File: src/rtl/move_input_conditioner.sv
// Input stage for the game block: synchronises and debounces the push-button and
// the nine cell-select switches, and turns each accepted press into one move request.
module move_input_conditioner #(
  parameter int unsigned DEBOUNCE_CYCLES = 1000000,
  parameter int unsigned CNT_W           = 20
) (
  input  logic       clk,
  input  logic       rst,
  input  logic       button,
  input  logic [8:0] switches,
  output logic       move_valid,
  output logic       move_err,
  output logic [3:0] move_cell,
  output logic       btn_level,
  output logic [8:0] sw_level
);

  localparam int unsigned N_IN = 10;
  localparam int unsigned N_SW = 9;
  localparam logic [CNT_W-1:0] CNT_LAST = CNT_W'(DEBOUNCE_CYCLES - 1);
  localparam logic [3:0] CELL_NONE = 4'hF;

  localparam logic [0:0] IDLE = 1'b0;
  localparam logic [0:0] HELD = 1'b1;

  logic [N_IN-1:0]  sync1;
  logic [N_IN-1:0]  sync2;
  logic [N_IN-1:0]  stable;
  logic [CNT_W-1:0] cnt [N_IN];

  logic [0:0] state;
  logic [0:0] state_nxt;
  logic       valid_nxt;
  logic       err_nxt;
  logic [3:0] cell_nxt;
  logic [3:0] ones_c;
  logic [3:0] idx_c;

  // Two-flop synchroniser; bit 9 carries the button.
  always_ff @(posedge clk) begin
    if (rst) begin
      sync1 <= '0;
      sync2 <= '0;
    end else begin
      sync1 <= {button, switches};
      sync2 <= sync1;
    end
  end

  // Per-input debounce: a change is taken only after an unbroken run of disagreeing samples.
  always_ff @(posedge clk) begin
    if (rst) begin
      stable <= '0;
      for (int i = 0; i < N_IN; i++) cnt[i] <= '0;
    end else begin
      for (int i = 0; i < N_IN; i++) begin
        if (sync2[i] == stable[i]) begin
          cnt[i] <= '0;
        end else if (cnt[i] == CNT_LAST) begin
          stable[i] <= sync2[i];
          cnt[i]    <= '0;
        end else begin
          cnt[i] <= cnt[i] + CNT_W'(1);
        end
      end
    end
  end

  assign btn_level = stable[N_IN-1];
  assign sw_level  = stable[N_SW-1:0];

  // Population count and highest set index of the debounced switches.
  always_comb begin
    ones_c = '0;
    idx_c  = '0;
    for (int i = 0; i < N_SW; i++) begin
      if (sw_level[i]) begin
        ones_c = ones_c + 4'd1;
        idx_c  = 4'(i);
      end
    end
  end

  always_ff @(posedge clk) begin
    if (rst) begin
      state      <= IDLE;
      move_valid <= 1'b0;
      move_err   <= 1'b0;
      move_cell  <= CELL_NONE;
    end else begin
      state      <= state_nxt;
      move_valid <= valid_nxt;
      move_err   <= err_nxt;
      move_cell  <= cell_nxt;
    end
  end

  // Press FSM: one request on the first debounced-high cycle, then wait for release.
  always_comb begin
    state_nxt = state;
    valid_nxt = 1'b0;
    err_nxt   = 1'b0;
    cell_nxt  = move_cell;
    case (state)
      IDLE: begin
        if (btn_level) begin
          state_nxt = HELD;
          if (ones_c == 4'd1) begin
            valid_nxt = 1'b1;
            cell_nxt  = idx_c;
          end else begin
            err_nxt  = 1'b1;
            cell_nxt = CELL_NONE;
          end
        end
      end
      HELD: begin
        if (!btn_level) state_nxt = IDLE;
      end
      default: state_nxt = IDLE;
    endcase
  end

endmodule

File: config.mk
export PLATFORM = sky130hd
export DESIGN_NAME = move_input_conditioner
export DESIGN_NICKNAME = d
export VERILOG_FILES = /design/src/rtl/move_input_conditioner.sv
export SDC_FILE = /design/constraint.sdc
export NUM_CORES = 1
export LEC_CHECK = 0
export CORE_MARGIN = 5
export CORE_UTILIZATION = 60
export CTS_CLUSTER_DIAMETER = 150
export CTS_CLUSTER_SIZE = 24
export DETAILED_ROUTE_END_ITERATION = 10
export PLACE_DENSITY = 0.79
export SLEW_MARGIN = 20
export SYNTH_ARGS = -nofsm -noshare
export SYNTH_HDL_FRONTEND = slang
export SYNTH_SLANG_ARGS = --single-unit
File: constraint.sdc
create_clock -name clk -period 6.3 [get_ports clk]
set_input_delay 1.26 -clock clk [delete_from_list [all_inputs] [get_ports clk]]
set_output_delay 1.26 -clock clk [all_outputs]
set_load 0.02 [all_outputs]
==> results.yml, run 1 <==
status:
  status: "complete, no violations"
clocking:
  clock_sinks: 237
  cts_root_buf: "clkbuf_16"
  postCtsHoldBufs: 0
  clk_pin_slew_ps: 100
  htreeDepth: 1
  cts_resized: 0
  clock_path_buffers: 3
  clk-insertion-delay-late_ps: 470
  cts_tree: "built"
  post_cts.repair.setup_buffers: 0
  numCtsBuffers: 13
timing:
  fin_crit_ps: 5160
  hold_violations: 0
  finClkSkew_ps: 12.1
  rsz0062_at_grt: "no"
  relSlewSlack_pct: 41.7
  drv_slew: 0
  fmax_mhz: 194
  setup_viol: 0
  tns_ps: 0
  tightestPinTransition_ps: 874
  final.period_utilization_pct: 81.9
route:
  routed-via-count: 8508
  drt_first_pass_iters: 4
  drc: 0
  totalWireLength_um: 21000
  post_drt_wl_per_cell_um: 12.7
  drtIter0Drc: 420
  ant_nets: 0
  via_per_inst: 5.15
setup_path:
  cp-end-kind: "flip-flop"
  worstSetupPathType: "reg2reg"
  rr_worst_depth: 26
  cp_common_cell: "ha_1"
  cp.required_ps: 6650
  crit_path_max_fanout: 6
  slowest_delay_ps: 460
  rrSetupSlack_ps: 1140
  worstReg2RegEnd: "move_cell[2]"
  r2r_start: "stable[1]"
  cp_num_buf_inv: 2
  critPathArrivalTime_ps: 5510
  startpoint: "stable[1]"
  cpLargestDelayFamily: "adder cells"
  critPathLaunchType: "flip-flop"
  cp_slowest_cell: "dfxtp_1"
worst_hold_path:
  holdPathEnd: "sync2[6]"
  holdPathStages: 1
  hp-start: "sync1[6]"
  min_path_type: "reg2reg"
die:
  start_util_pct: 60.9
  fp.dieW_um: 153
  fp.dieArea_sq_um: 23400
  die_y_um: 153
  ios: 28
  fp-row-count: 52
  core_sq_um: 20200
yosys:
  ys_ff_latch: 237
  ys_types: 47
  avgSynthCellArea_sq_um: 10.5
  synth_flop_cell: "edfxtp_1"
  ys_warn_count: 0
  yosysSeqAreaShare_pct: 54.9
  netlist_area_sq_um: 12300
  yosys-top-cells-area: "edfxtp_1, nor2_1, xnor2_1"
  synth_top_cell_area_share_pct: 48.9
  syn_inst: 1167
  synth_top_cell_by_area: "edfxtp_1"
  async_flop_share_pct: 0
  synth_edf_count: 200
  synth_common_cells: "nor2_1, edfxtp_1, xnor2_1, nand3_1, xor2_1"
  synth_most_common_cell: "nor2_1"
run:
  max_cap_violations: 0
pwr:
  peakVddDrop_mv: 0.195
  p_leak_nw: 5.00
  p_per_area_nw_per_um2: 202
global_route:
  grt_max_degree: 48
  grtUsageTotal_pct: 17.9
  antenna_found_initial: 0
  grt_first_pass_wirelength_um: 36300
  overflow: 0
  grt_pass1_vias: 8198
placed_design:
  portBuffers: 27
  dp_hpwl_um: 15100
  placed_cells: 1630
  gp_congestion: 0.835
final_layout:
  diodes: 0
  nets: 1405
  syn_to_final_growth_pct: 12.8
  drive_gt1_share_pct: 2.10
  stdcell_count: 1651
  fillCellCount: 1587
  layout.core_utilization_pct: 68.7
-- kinds of logic (layout without fill, tap and decap cells) --
logic type / after synthesis / in the layout / share of synthesized area [%]
compound gates: 70 / 70 / 3.23
xor+xnor: 178 / 178 / 13.2
fa+ha+maj: 18 / 18 / 1.83
buf+inv: 54 / 69 / 1.77
flops: 237 / 237 / 54.9
mux: 12 / 12 / 1.08
other cells: 1 / 200 / 0.0305
simple gates: 597 / 597 / 23.9
-- cells in the final DEF (no fill, tap or decap), types with 35 or more instances in the layout --
cell / n
a21oi_1: 35
dfxtp_1: 37
conb_1: 200
nor2_1: 229
nand2_1: 71
xor2_1: 81
xnor2_1: 93
and3_1: 60
nand3_1: 89
edfxtp_1: 200
-- stage by stage --
stage          hold WS [ps]  setup WS (ps)  cell area, sq um  total power, mW
4_1_cts                 443           1100             13900             2.83
5_1_grt                 461            726             13900             2.91
6_report                442           1140             13900             2.80
3_5_place_dp            420           1200             13500             1.96
3_3_place_gp            417           1500             13500             1.96
2_1_floorplan           414           1660             13000             1.93
-- worst register-to-register path, stage by stage (launching register included) --
cell      delay (ps)
dfxtp_1          460
inv_1             80
ha_1             360
xnor2_4          220
inv_4             60
ha_1             330
nor2b_1          210
nor2_1            80
ha_1             300
nand2_1           60
o31ai_1          120
ha_1             300
nand2_1           60
o31a_1           180
nor2_1            80
ha_1             310
nand2_1           60
o31ai_2          150
ha_1             320
nor2b_1          160
nor2_1            70
ha_1             170
and2_1           190
nor3_1           210
a221oi_2         100
nor4_1           320
a21oi_1          100
-- flip-flops by register name, indices dropped and copies added, names as in the netlist --
| name | count |
|---|---|
| sync1 | 10 |
| sync2 | 10 |
| cnt | 200 |
| move_err | 1 |
| state | 1 |
| stable | 10 |
| move_valid | 1 |
| move_cell | 4 |
-- how the worst max path moves through the flow --
stage                    to  slack [ps]  cells past startpoint
2_1_floorplan  move_cell[0]        1660                     26
3_3_place_gp     move_valid        1500                     25
3_5_place_dp   move_cell[2]        1200                     26
4_1_cts        move_cell[2]        1100                     26
5_1_grt        move_cell[2]         730                     26
6_report       move_cell[2]        1140                     26
-- power by group --
part	leakage [nW]	internal (mW)	switching (mW)
clock	0.172	0.391	0.476
combinational	2.46	0.0493	0.0670
sequential	2.37	1.76	0.0586
total	5.00	2.20	0.601
-- routing by layer --
| layer | vias to the layer above | part of all wire [%] | GRT usage [%] |
|---|---|---|---|
| li1 | 4335 | - | - |
| met5 | - | 0 | 0 |
| met2 | 98 | 50 | 31.9 |
| met4 | 0 | 1.5 | 4.12 |
| met3 | 24 | 3.3 | 2.26 |
| met1 | 4051 | 46 | 23.4 |
-- area by class of cell --
| type | count | area [sq um] | area share (%) |
|---|---|---|---|
| clock buffer | 20 | 352 | 2.54 |
| clock inverter | 1 | 5.00 | 0.0361 |
| inverter | 21 | 81.3 | 0.587 |
| multi-input combinational | 1075 | 6070 | 43.8 |
| sequential | 237 | 6750 | 48.7 |
| tap | 270 | 338 | 2.44 |
| timing repair buffer | 27 | 265 | 1.91 |
Power figures use the tool's default switching activity.
==> run 2: changes to the inputs <==
CORE_UTILIZATION = 57   (was 60)
clock period = 4.55 ns   (was 6.3 ns; I/O delays follow)
==> run 2 against run 1 <==
Compared with the run above:
- the run now ends with setup timing left
- non-clock buffer count is 17 higher
- die area is 4.9% higher
- clock-buffer cell count is 1 lower
- via count is 1.0% lower
- worst setup slack worse by 1200 ps
- first-iteration DRC count is 8.8% higher
- sequential cell count stayed put
- fmax is 11% higher
- combinational power is 38% higher
==> results.yml, run 2 (synthesis gave the netlist of run 1 again) <==
status:
  status: "finished with violations"
  failed_checks: "setup timing"
final_layout:
  drive_gt1_share_pct: 4.80
  layout_common_cells: "nor2_1, edfxtp_1, conb_1"
  largest_register_ffs: 200
  nets: 1422
  regMostFlops: "cnt"
  syn_to_final_growth_pct: 14.9
  final_common_cell: "nor2_1"
  final_area_sq_um: 14100
  fillCellCount: 1657
  diodes: 0
timing:
  relSlewSlack_pct: 39.0
  final.period_utilization_pct: 102
  setup_slack_ps: -85.6
  hold_violations: 0
  whs_ps: 444
  drv_slew: 0
  setup_viol: 3
  tightestPinTransition_ps: 915
  finClkSkew_ps: 9.05
  fin_crit_ps: 4640
  fmax_mhz: 216
  rsz0062_at_grt: "yes"
placed_design:
  dp_hpwl_um: 14800
  place_ws_ps: -242
  portBuffers: 27
  placed_cell_area_sq_um: 13600
  gp_congestion: 0.822
clocking:
  postCtsHoldBufs: 0
  cts_tree: "built"
  htreeDepth: 1
  numCtsBuffers: 13
  clk-insertion-delay-late_ps: 480
  clock_sinks: 237
  cts_root_buf: "clkbuf_16"
  clk_pin_slew_ps: 100
  clock_path_buffers: 3
die:
  die_y_um: 157
  core_sq_um: 21200
  start_util_pct: 58.1
  fp.dieArea_sq_um: 24600
  fp-row-count: 53
  fp.dieW_um: 157
  ios: 28
worst_hold_path:
  min_path_type: "reg2reg"
  holdPathStages: 1
route:
  post_drt_wl_per_cell_um: 12.6
  via_per_inst: 5.04
  drc: 0
  drtIter0Drc: 457
  routed-via-count: 8420
  totalWireLength_um: 21100
  drt_first_pass_iters: 5
  ant_nets: 0
setup_path:
  crit_path_max_fanout: 5
  worstSetupPathType: "reg2reg"
  cp_common_cell: "ha_1"
  cp_slowest_cell: "a221oi_4"
  cp-end-kind: "flip-flop"
  slowest_delay_ps: 410
  rr_worst_depth: 25
  critPathLaunchType: "flip-flop"
  cp.required_ps: 4920
  critPathArrivalTime_ps: 5010
global_route:
  overflow: 0
  grt_max_degree: 48
  grt_pass1_vias: 8143
  grtUsageTotal_pct: 17.3
  grt_first_pass_wirelength_um: 35900
  antenna_found_initial: 0
run:
  max_cap_violations: 0
pwr:
  peakVddDrop_mv: 0.216
  p_per_area_nw_per_um2: 275
  p_leak_nw: 5.09
## run 2: path summary, 6_finish.rpt
check	from	to	slack, ps
min	sync1[8]	sync2[8]	440
min reg2reg	sync1[8]	sync2[8]	440
max	stable[1]	move_valid	-90
max reg2reg	stable[1]	move_valid	-90
## run 2: power by group
| group | switching, mW | internal [mW] | leakage (nW) | total [mW] |
|---|---|---|---|---|
| combinational | 0.0916 | 0.0685 | 2.56 | 0.160 |
| sequential | 0.0803 | 2.43 | 2.37 | 2.52 |
| clock | 0.667 | 0.538 | 0.171 | 1.20 |
| total | 0.839 | 3.04 | 5.09 | 3.88 |
## run 2: worst max-delay path: cells and delay by family (launching register included)
family                     cells  cell delay, ps
DFF                            1             380
AOI/OAI and AO/OA              5             790
adders and majority gates      7            1860
and+or+nand+nor               13            1500
## run 2: through the flow
step	setup TNS, ps	total power [mW]	std cells	util (%)
3_3_place_gp	0	2.71	1643	64.1
2_1_floorplan	0	2.67	1366	-
3_5_place_dp	-1120	2.72	1643	64.1
4_1_cts	0	3.92	1665	66.2
5_1_grt	-1250	4.04	1672	66.7
6_report	-91.0	3.88	1672	66.7
## run 2: routing by layer
layer | GRT usage (%) | vias to the layer above | share of wire (%)
li1 | - | 4376 | -
met1 | 23.0 | 3924 | 46
met2 | 29.6 | 97 | 48
met3 | 2.90 | 23 | 3.6
met4 | 4.59 | 0 | 1.8
met5 | 0 | - | 0
## run 2: layout make-up
class / instances / area [sq um] / area share, %
clock buffer: 19 / 348 / 2.47
clock inverter: 1 / 5.00 / 0.0355
inverter: 21 / 83.8 / 0.594
multi-input combinational: 1075 / 6180 / 43.8
timing repair buffer: 44 / 393 / 2.78
tap: 275 / 344 / 2.44
sequential: 237 / 6750 / 47.8
## run 2: repair_timing
item	CTS	global route
setup buffers	2	7
cloned	0	0
pin swaps	8	15
setup endpoints to repair	6	6
resized for setup	12	15
